**src/rtl/mac_job_ctrl_pkg.sv**
```systemverilog
// rtl/mac_job_ctrl_pkg.sv - shared types and widths for the MAC job sequencer
package mac_job_ctrl_pkg;
  localparam int DATA_W = 8;
  localparam int RES_W  = 17;

  typedef enum logic {
    OP_DOT    = 1'b0,
    OP_HORNER = 1'b1
  } op_e;

  typedef enum logic [1:0] {
    IDLE  = 2'd0,
    ISSUE = 2'd1,
    DRAIN = 2'd2,
    DONE  = 2'd3
  } state_e;
endpackage

```
**src/rtl/mac_job_ctrl_len_cnt.sv**
```systemverilog
// rtl/mac_job_ctrl_len_cnt.sv - loadable terms-remaining down-counter with last flag
module mac_job_ctrl_len_cnt #(
  parameter int LEN_W = 8
) (
  input  logic             clk,
  input  logic             reset,
  input  logic             i_load,
  input  logic [LEN_W-1:0] i_load_val,
  input  logic             i_dec,
  output logic             o_last
);
  logic [LEN_W-1:0] r_cnt;

  always_ff @(posedge clk or posedge reset) begin
    if (reset) begin
      r_cnt <= '0;
    end else if (i_load) begin
      r_cnt <= i_load_val;
    end else if (i_dec && (r_cnt != '0)) begin
      r_cnt <= r_cnt - LEN_W'(1);
    end
  end

  assign o_last = (r_cnt == LEN_W'(1));
endmodule

```
**src/rtl/mac_job_ctrl.sv**
```systemverilog
// rtl/mac_job_ctrl.sv - job sequencer for the 8x8 MAC with 2-deep feedback loop
// Optional: MAC_JOB_CTRL_WRAP_DET_EN adds res_wrap (DOT accumulator wrap flag).
module mac_job_ctrl
  import mac_job_ctrl_pkg::*;
#(
  parameter int LEN_W = 8
) (
  input  logic              clk,
  input  logic              reset,
  input  logic              start,
  output logic              start_ready,
  input  logic              start_op,
  input  logic [LEN_W-1:0]  start_len,
  input  logic [DATA_W-1:0] start_x,
  input  logic              opnd_valid,
  output logic              opnd_ready,
  input  logic [DATA_W-1:0] opnd_a,
  input  logic [DATA_W-1:0] opnd_b,
  output logic [DATA_W-1:0] mac_in_1,
  output logic [DATA_W-1:0] mac_in_2,
  output logic [DATA_W-1:0] mac_in_add,
  output logic              mac_mul_sel,
  output logic              mac_add_sel,
  output logic              mac_mode,
  input  logic [RES_W-1:0]  mac_output,
  output logic              res_valid,
  input  logic              res_ready,
  output logic [RES_W-1:0]  res_data
`ifdef MAC_JOB_CTRL_WRAP_DET_EN
  ,
  output logic              res_wrap
`endif
);
  state_e                r_state;
  state_e                w_state_nxt;
  op_e                   r_op;
  logic [DATA_W-1:0]     r_x;
  logic                  r_slot;
  logic                  r_first;
  logic                  r_drain;
  logic [RES_W-1:0]      r_res_data;
  logic                  w_accept;
  logic                  w_issue;
  logic                  w_last;
  logic                  w_sample;

  assign w_accept = start && (r_state == IDLE);
  assign w_issue  = (r_state == ISSUE) && !r_slot && opnd_valid;
  // DOT reads adder_out one cycle after the last issue; HORNER waits for it to reach intermediate.
  assign w_sample = (r_state == DRAIN) && ((r_op == OP_DOT) || r_drain);

  mac_job_ctrl_len_cnt #(.LEN_W(LEN_W)) u_len_cnt (
    .clk        (clk),
    .reset      (reset),
    .i_load     (w_accept),
    .i_load_val (start_len),
    .i_dec      (w_issue),
    .o_last     (w_last)
  );

  always_ff @(posedge clk or posedge reset) begin
    if (reset) begin
      r_state    <= IDLE;
      r_op       <= OP_DOT;
      r_x        <= '0;
      r_slot     <= 1'b0;
      r_first    <= 1'b0;
      r_drain    <= 1'b0;
      r_res_data <= '0;
    end else begin
      r_state <= w_state_nxt;
      r_slot  <= (r_state == ISSUE) ? ~r_slot : 1'b0;
      r_drain <= (r_state == DRAIN) ? ~r_drain : 1'b0;
      if (w_accept) begin
        r_op    <= op_e'(start_op);
        r_x     <= start_x;
        r_first <= 1'b1;
      end else if (w_issue) begin
        r_first <= 1'b0;
      end
      if (w_accept && (start_len == '0)) begin
        r_res_data <= '0;
      end else if (w_sample) begin
        r_res_data <= mac_output;
      end
    end
  end

  always_comb begin
    w_state_nxt = r_state;
    mac_in_1    = '0;
    mac_in_2    = '0;
    mac_in_add  = '0;
    mac_mul_sel = 1'b0;
    mac_add_sel = 1'b0;
    case (r_state)
      IDLE: begin
        if (start) begin
          w_state_nxt = (start_len == '0) ? DONE : ISSUE;
        end
      end
      ISSUE: begin
        // Idle slots recirculate intermediate so the accumulator keeps its phase.
        mac_add_sel = 1'b1;
        if (w_issue) begin
          if (r_op == OP_DOT) begin
            mac_in_1    = opnd_a;
            mac_in_2    = opnd_b;
            mac_add_sel = !r_first;
          end else begin
            mac_mul_sel = !r_first;
            mac_in_2    = r_first ? '0 : r_x;
            mac_in_add  = opnd_a;
            mac_add_sel = 1'b0;
          end
          if (w_last) begin
            w_state_nxt = DRAIN;
          end
        end
      end
      DRAIN: begin
        mac_add_sel = 1'b1;
        if (w_sample) begin
          w_state_nxt = DONE;
        end
      end
      DONE: begin
        if (res_ready) begin
          w_state_nxt = IDLE;
        end
      end
      default: w_state_nxt = IDLE;
    endcase
  end

  assign start_ready = (r_state == IDLE);
  assign opnd_ready  = (r_state == ISSUE) && !r_slot;
  assign mac_mode    = r_op;
  assign res_valid   = (r_state == DONE);
  assign res_data    = r_res_data;

`ifdef MAC_JOB_CTRL_WRAP_DET_EN
  logic             r_chk;
  logic [RES_W-1:0] r_prev_acc;
  logic             r_wrap;

  always_ff @(posedge clk or posedge reset) begin
    if (reset) begin
      r_chk      <= 1'b0;
      r_prev_acc <= '0;
      r_wrap     <= 1'b0;
    end else if (w_accept) begin
      r_chk      <= 1'b0;
      r_prev_acc <= '0;
      r_wrap     <= 1'b0;
    end else begin
      r_chk <= w_issue && (r_op == OP_DOT);
      if (r_chk) begin
        if (mac_output < r_prev_acc) begin
          r_wrap <= 1'b1;
        end
        r_prev_acc <= mac_output;
      end
    end
  end

  assign res_wrap = r_wrap;
`endif
endmodule

```
**config.mk**
```make
export PLATFORM = sky130hd
export DESIGN_NAME = mac_job_ctrl
export DESIGN_NICKNAME = d
export VERILOG_FILES = /design/src/rtl/mac_job_ctrl_pkg.sv /design/src/rtl/mac_job_ctrl_len_cnt.sv /design/src/rtl/mac_job_ctrl.sv
export SDC_FILE = /design/constraint.sdc
export NUM_CORES = 1
export LEC_CHECK = 0
export BUFFER_PORTS_ARGS = -buffer_cell sky130_fd_sc_hd__buf_2
export CORE_MARGIN = 1
export CORE_UTILIZATION = 25
export CTS_BUF_LIST = sky130_fd_sc_hd__clkbuf_8
export CTS_CLUSTER_SIZE = 20
export DETAILED_ROUTE_END_ITERATION = 10
export GPL_ROUTABILITY_DRIVEN = 0
export MAX_ROUTING_LAYER = met4
export SYNTH_ARGS = -nofsm -noshare
export SYNTH_HDL_FRONTEND = slang
export SYNTH_HIERARCHICAL = 1
export SYNTH_SLANG_ARGS = --single-unit
```
**constraint.sdc**
```tcl
create_clock -name clk -period 4.3 [get_ports clk]
set_input_delay 0.215 -clock clk [delete_from_list [all_inputs] [get_ports clk]]
set_output_delay 0.215 -clock clk [all_outputs]
set_load 0.01 [all_outputs]
```
==> results.md, run 1 <==
* Fillers at ~840
* Crit path max-delay family: simple AND/OR/NAND/NOR gates
* # placed instances at 387
* Most used routing layer: met2
* Worst R2R Start: u_len_cnt/r_cnt[2]
* Setup crit start: r_state[1]
* Router iterations before antenna repair at 4
* Die W at 95.2 um
* EDFF count, synth at 0
* Die Area at just over 9000 um^2
* Worst Path Buf+Inv at 2
* Post CTS Setup Buffer Count at 0
* Post-Layout Cell Count at ~400
* Final Hold Viols at 0
* Synth warnings at 6
* Met1 usage at 14.9%
* Dominant cell type by area after synthesis: dfrtp_1
* # port buffers at 101
* Synthesized cell area at 2170 um^2
* Largest family of logic cells by synthesized area: compound AO/OA/AOI/OAI gates
* Setup total negative slack at 0 ps
* FF+latch count, synth at 39
* GRT met3 Usage at under 10%
* Hold path startpoint: mac_output[2]
* Largest net degree at the start of global routing at 32
* Grt ovf at 0
* Register area share after synthesis at between 40% and 50%
* Htree depth at 2
* Status: completed
* Drt first-iter violations at between 60 and 70
* CP max FO at 16
* Setup CP Type: register to output port
* Mux share of post-synthesis cell area at under 10%
* DRC Markers at 0
* Final cycle utilization of the critical path at between 50% and 60%
* First-pass GRT wire length at just under 8000 um
* Total power at between 1.5 and 2 mW
* Worst VDD drop at 0.288 mV
* Slowest cell delay on critical path at between 700 and 800 ps
* Arr. time, crit path at 2350 ps
* Placed inst area at between 2000 and 3000 um^2
* Layout net count at 353
* Synthesis-to-finish area growth at 31.5%
* Clock net sink count at 39
* Proportion of layout cells with a drive suffix above 1 at between 40 and 50%
* HP Class: primary input to register
* Setup violators final at 0
* Yosys top cell area share at 44.9%
* Cell Rows at 33
* Slew HR at a little under 40%
* GRT met2 Usage at 18.1%
* Pwr Density at 619 nW/um^2
* Count leader, synth: dfrtp_1
* CP required at between 4000 and 5000 ps
* Vias after detailed routing at around 1,800
* Synth Area in Compound Gates at around a fifth
* Synthesized area per cell at 11.4 um^2
* Routed Antenna Nets at 0
* DR WL/cell at between 10 and 15 um
* Total core area at around 8300 um^2
* Crit start category: register
* Post-Syn Instances at 190
* Ant diodes at 0
* Slew @ Worst Pin at between 900 and 1000 ps
* Max-cap violations at 0
* FMAX at ~0.39 GHz
* Drt via density at ~4.6
* Initial Util at between 20% and 30%
* Async set-reset flop share out of synthesis at 100%
* Area contributors post-synth: dfrtp_1 45%, a22o_1 10%, and2_1 5.2%
* Yosys cell types at 48
* # IOs at around 100
* XOR/XNOR Fraction of Synth Area at 0%
* Vias in the first global route at approximately 1,600
* Mapped Nets at around 250
* Clock buffer depth at 2
* Worst skew pair latency at 290 ps
* Most frequent cells after synthesis: 39 x dfrtp_1, 25 x a22o_1, 18 x and2_1
* Crit path cell chain: inv_1 -> ha_1 -> nand3b_1 -> nor2_1 -> a22o_1 -> buf_2
* Clock Skews at around 3.2 ps
* Post-synthesis simple-gate area fraction at 18.8%
* GRT Resource Usage Total at about an eighth
* Clock root cell: clkbuf_8
* Post-DP HPWL at 3840 um
* Pins Over Slew Limit at 0
* Design Area, Final at 2860 um^2
* Primary FF master, synth: dfrtp_1
* Drt total wl at ~5100 um
* Die height at about 95 um
* Initial antenna violation count at 0
* Crit path max-delay cell type: nor2_1
* TritonCTS clock tree: yes
* Leakage power at ~1.4 nW
* Total CTS buffers at 5
* Clk slew on worst S/H paths at about 80 ps
* Unrepaired setup endpoints after global routing: false
* Critical Path End Type: output port
* Post-route minimum period at ~2600 ps
* Post-synthesis adder-cell area fraction at 4.61%
[area by class of cell]
type	count	area, um^2	area share (%)
clock buffers	5	68.8	2.41
inverters	11	41.3	1.44
multi-input cells	129	1090	38.3
clock inverters	3	16.3	0.569
flip-flops and latches	39	976	34.2
repair buffers	104	531	18.6
well taps	105	131	4.60
[cells by family (layout without fill, tap and decap cells)]
| logic type | after synthesis | count (layout) |
|---|---|---|
| buffers and inverters | 22 | 123 |
| flip-flops | 39 | 39 |
| adder cells (fa/ha/maj) | 8 | 8 |
| multiplexers | 11 | 11 |
| AO/OA/AOI/OAI | 50 | 50 |
| AND/OR/NAND/NOR | 60 | 60 |
[report_power, final]
part	internal, mW	leakage, nW	total, mW	switching [mW]
logic	0.419	0.895	0.845	0.426
clock network	0.111	0.0453	0.238	0.127
registers	0.548	0.475	0.687	0.140
[final timing paths]
kind	endpoint	depth (start not counted)	slack, ps
worst max register to register	r_state[0]	5	1880
worst max-delay path	mac_in_2[3]	6	1740
min in group asynchronous	u_len_cnt/r_cnt[0]	3	440
max in group asynchronous	res_data[13]	4	3460
worst min-delay path	res_data[2]	2	140
worst min register to register	r_drain	1	460
[worst register-to-register path, stage by stage (launching register included)]
cell       delay [ps]
dfrtp_1           440
or4_4             640
nor4b_1           380
nand4b_1          160
a2111oi_2         500
mux2i_1           230
[per-layer routing]
| metal | part of all wire [%] | vias up |
|---|---|---|
| met5 | 0 | - |
| met4 | 1.4 | 0 |
| met3 | 7.1 | 4 |
| met2 | 47 | 78 |
| met1 | 45 | 850 |
| li1 | - | 899 |
[through the flow]
step           hold slack, ps  utilization [%]  setup slack (ps)
3_3_place_gp              197             33.3              1970
4_1_cts                   130             34.4              1680
6_report                  137             34.4              1740
3_5_place_dp              200             33.3              1900
5_1_grt                   130             34.4              1420
2_1_floorplan            30.7                -              2040
[placed cells by master, fill, tap and decap left out, drive strengths merged, types with 2 or more instances in the layout]
cell	synthesis	layout
a22o	25	25
a31oi	3	3
and2	18	18
and3b	2	2
buf	5	103
clkbuf	6	5
dfrtp	39	39
ha	8	8
inv	11	12
mux2	9	9
mux2i	2	2
nand2	4	4
nand2b	3	3
nand3	2	2
nand3b	2	2
nor2	6	6
nor2b	8	8
nor4	3	3
nor4b	2	2
o211ai	3	3
o311ai	2	2
o31ai	4	4
or3	2	2
or4	3	3
[state kept, by name (all words and copies together) (netlist names)]
signal	flops
r_first	1
r_x	8
res_data	17
r_slot	1
r_drain	1
r_state	2
u_len_cnt/r_cnt	8
mac_mode	1
[timing repair]
item	in CTS	in global routing
endpoints found under the hold margin	8	0
resized for setup	0	0
hold buffers	1	0
(Power assumes the default switching activity.)
==> run 2, diff against run 1 <==
- clock period: 4.3 -> 2.65 ns (I/O delays scaled with it)
==> results.md, run 2 (same netlist as run 1, synthesis figures left out) <==
* Status: completed (unchanged)
* Post-Layout Cell Count at 398 (was 396)
* Clock Skews at 7.99 ps (was 3.18 ps)
* Initial antenna violation count at 0 (unchanged)
* Setup violators final at 0 (unchanged)
* Worst skew pair latency at 290 ps (about the same)
* Pwr Density at 1010 nW/um^2 (was 619 nW/um^2)
* Comb pwr share at 47.5% (was 47.7%)
* Setup ws final at 216 ps (was 1740 ps)
* Largest net degree at the start of global routing at 19 (was 32)
* Post-route minimum period at roughly 2400 ps
* Die W at 95.2 um (unchanged)
* Max-cap violations at 0 (unchanged)
* Drt first-iter violations at 87 (was 66)
* Post-DP HPWL at 4010 um (was 3840 um)
* Total core area at 8300 um^2 (unchanged)
* Worst R2R Path Depth at 7 (was 5)
* Pre-CTS WS at 257 ps (was 1900 ps)
* Leading cell types in the layout, fill and taps excluded: 101 x buf_2, 39 x dfrtp_1, 25 x a22o_1 (unchanged)
* DR WL/cell at 13.1 um (was 13.0 um)
* FMAX at about 0.41 GHz
* Final Hold Viols at 0 (unchanged)
* Arr. time, crit path at 2620 ps (was 2350 ps)
* Total power at 2.92 mW (was 1.77 mW)
* Vias in the first global route at 1,674 (was 1,598)
* Hold path startpoint: mac_output[16] (was mac_output[2])
* Ant diodes at 0 (unchanged)
* Die height at 95.2 um (unchanged)
* Worst VDD drop at 0.309 mV (was 0.288 mV)
* CP max FO at 8 (was 16)
* Critical Path End Type: register (was output port)
* DRC Markers at 0 (unchanged)
* Min-Delay Path Depth at 2 (unchanged)
* Grt ovf at 0 (unchanged)
* HP Class: primary input to register (unchanged)
* # placed instances at 389 (was 387)
* Leakage power at 1.42 nW (about the same)
* Internal power at 1.77 mW (was 1.08 mW)
* Slew @ Worst Pin at 776 ps (was 903 ps)
* Clock root cell: clkbuf_8 (unchanged)
* Setup total negative slack at 0 ps (unchanged)
* Final cycle utilization of the critical path at 91.9%
* Commonest non-fill, non-tap cell in the layout: buf_2 (unchanged)
* Proportion of layout cells with a drive suffix above 1 at 45.7% (was 44.7%)
* Net Sw Frac at 39.6% (was 39.1%)
* Clock buffer depth at 2 (unchanged)
* Layout net count at 355 (was 353)
* WP depth at 7 (was 6)
* TritonCTS clock tree: yes (unchanged)
* Setup CP Type: register to register (was register to output port)
* CP most frequent cell: inv_1
* Setup crit start: r_state[1] (unchanged)
* Synthesis-to-finish area growth at 32.6% (was 31.5%)
* Worst R2R Start: r_state[1] (was u_len_cnt/r_cnt[2])
* Crit start category: register (unchanged)
* Initial Util at 26.2% (unchanged)
* Router iterations before antenna repair at 4 (unchanged)
* Design Area, Final at 2880 um^2 (was 2860 um^2)
* Crit path max-delay cell type: or3b_2 (was nor2_1)
* Placed inst area at 2780 um^2 (was 2760 um^2)
* Clock network power share at 14.4% (was 13.5%)
* Clock net sink count at 39 (unchanged)
* Reg power frac at 38.1% (was 38.8%)
* Crit path max-delay family: simple AND/OR/NAND/NOR gates (unchanged)
* Psw at 1.16 mW (was 693 uW)
* Drt via density at 4.70 (was 4.62)
* GRT Resource Usage Total at 12.0% (was 11.8%)
* # port buffers at 101 (unchanged)
* Clk slew on worst S/H paths at 90 ps (was 80 ps)
* Pins Over Slew Limit at 0 (unchanged)
* Routed Antenna Nets at 0 (unchanged)
* Die Area at 9070 um^2 (unchanged)
* Largest register FFs at 17 (unchanged)
* Slew HR at 48.3% (was 39.6%)
* Post CTS Setup Buffer Count at 0 (unchanged)
* Worst Path Buf+Inv at 2 (unchanged)
* Slowest cell delay on critical path at 510 ps (was 710 ps)
* # IOs at 102 (unchanged)
* Vias after detailed routing at 1,869 (was 1,831)
* Crit path cell chain: inv_1 -> ha_1 -> nand3b_1 -> inv_1 -> or3b_2 -> o311a_2 -> a211o_1 (was inv_1 -> ha_1 -> nand3b_1 -> nor2_1 -> a22o_1 -> buf_2)
* Htree depth at 2 (unchanged)
* First-pass GRT wire length at 8050 um (was 7910 um)
* CP required at 2830 ps (was 4090 ps)
* Total CTS buffers at 5 (unchanged)
* Drt total wl at 5230 um (was 5130 um)
* Cell Rows at 33 (unchanged)
* Unrepaired setup endpoints after global routing: false (unchanged)
[run 2: cell count changes in the layout (fill, tap and decap cells not counted)]
| cell | delta |
|---|---|
| inv_1 | -1 |
| nor2b_1 | -1 |
| clkinv_2 | -1 |
| buf_4 | +2 |
| clkinvlp_4 | +1 |
| nor2b_2 | +1 |
| inv_6 | +1 |
[run 2: routing by layer]
| metal | GRT usage [%] | share of wire (%) | up-vias |
|---|---|---|---|
| met3 | 1.99 | 6.3 | 5 |
| met1 | 15.0 | 44 | 876 |
| met4 | 4.92 | 1.4 | 0 |
| met5 | - | 0 | - |
| met2 | 19.2 | 48 | 74 |
| li1 | - | - | 914 |
[run 2: repair_timing]
action                     in CTS  in global routing
hold endpoints to repair       21                  0
hold buffers                    1                  0
setup endpoints to repair       0                  8
resized for setup               0                  1
[run 2: worst paths after layout]
path | end | slack (ps)
max in group asynchronous | res_data[13] | 1540
min in group asynchronous | u_len_cnt/r_cnt[1] | 360
max | u_len_cnt/r_cnt[7] | 220
max reg2reg | u_len_cnt/r_cnt[7] | 220
min | res_data[16] | 40
min reg2reg | r_drain | 470
[run 2: area by class of cell]
class / instances / area [um^2]
tap: 105 / 131
fill: 829 / 5420
inverter: 11 / 41.3
clock buffer: 5 / 68.8
timing repair buffer: 106 / 546
sequential: 39 / 976
clock inverter: 3 / 23.8
multi-input combinational: 129 / 1100
[run 2: power groups by stage]
stage	Sequential (mW)	Combinational [mW]	Clock, mW
finish	1.12	1.39	0.420
global route	1.16	1.55	0.460
CTS	1.11	1.40	0.437
detailed placement	1.12	1.40	0
global placement	1.12	1.39	0
floorplan	1.12	0.956	0
[run 2: metrics by stage]
stage	util, %	hold slack [ps]
3_3_place_gp	33.5	117
2_1_floorplan	-	-51.8
5_1_grt	34.7	35.3
3_5_place_dp	33.5	116
6_report	34.7	44.9
4_1_cts	34.7	41.7
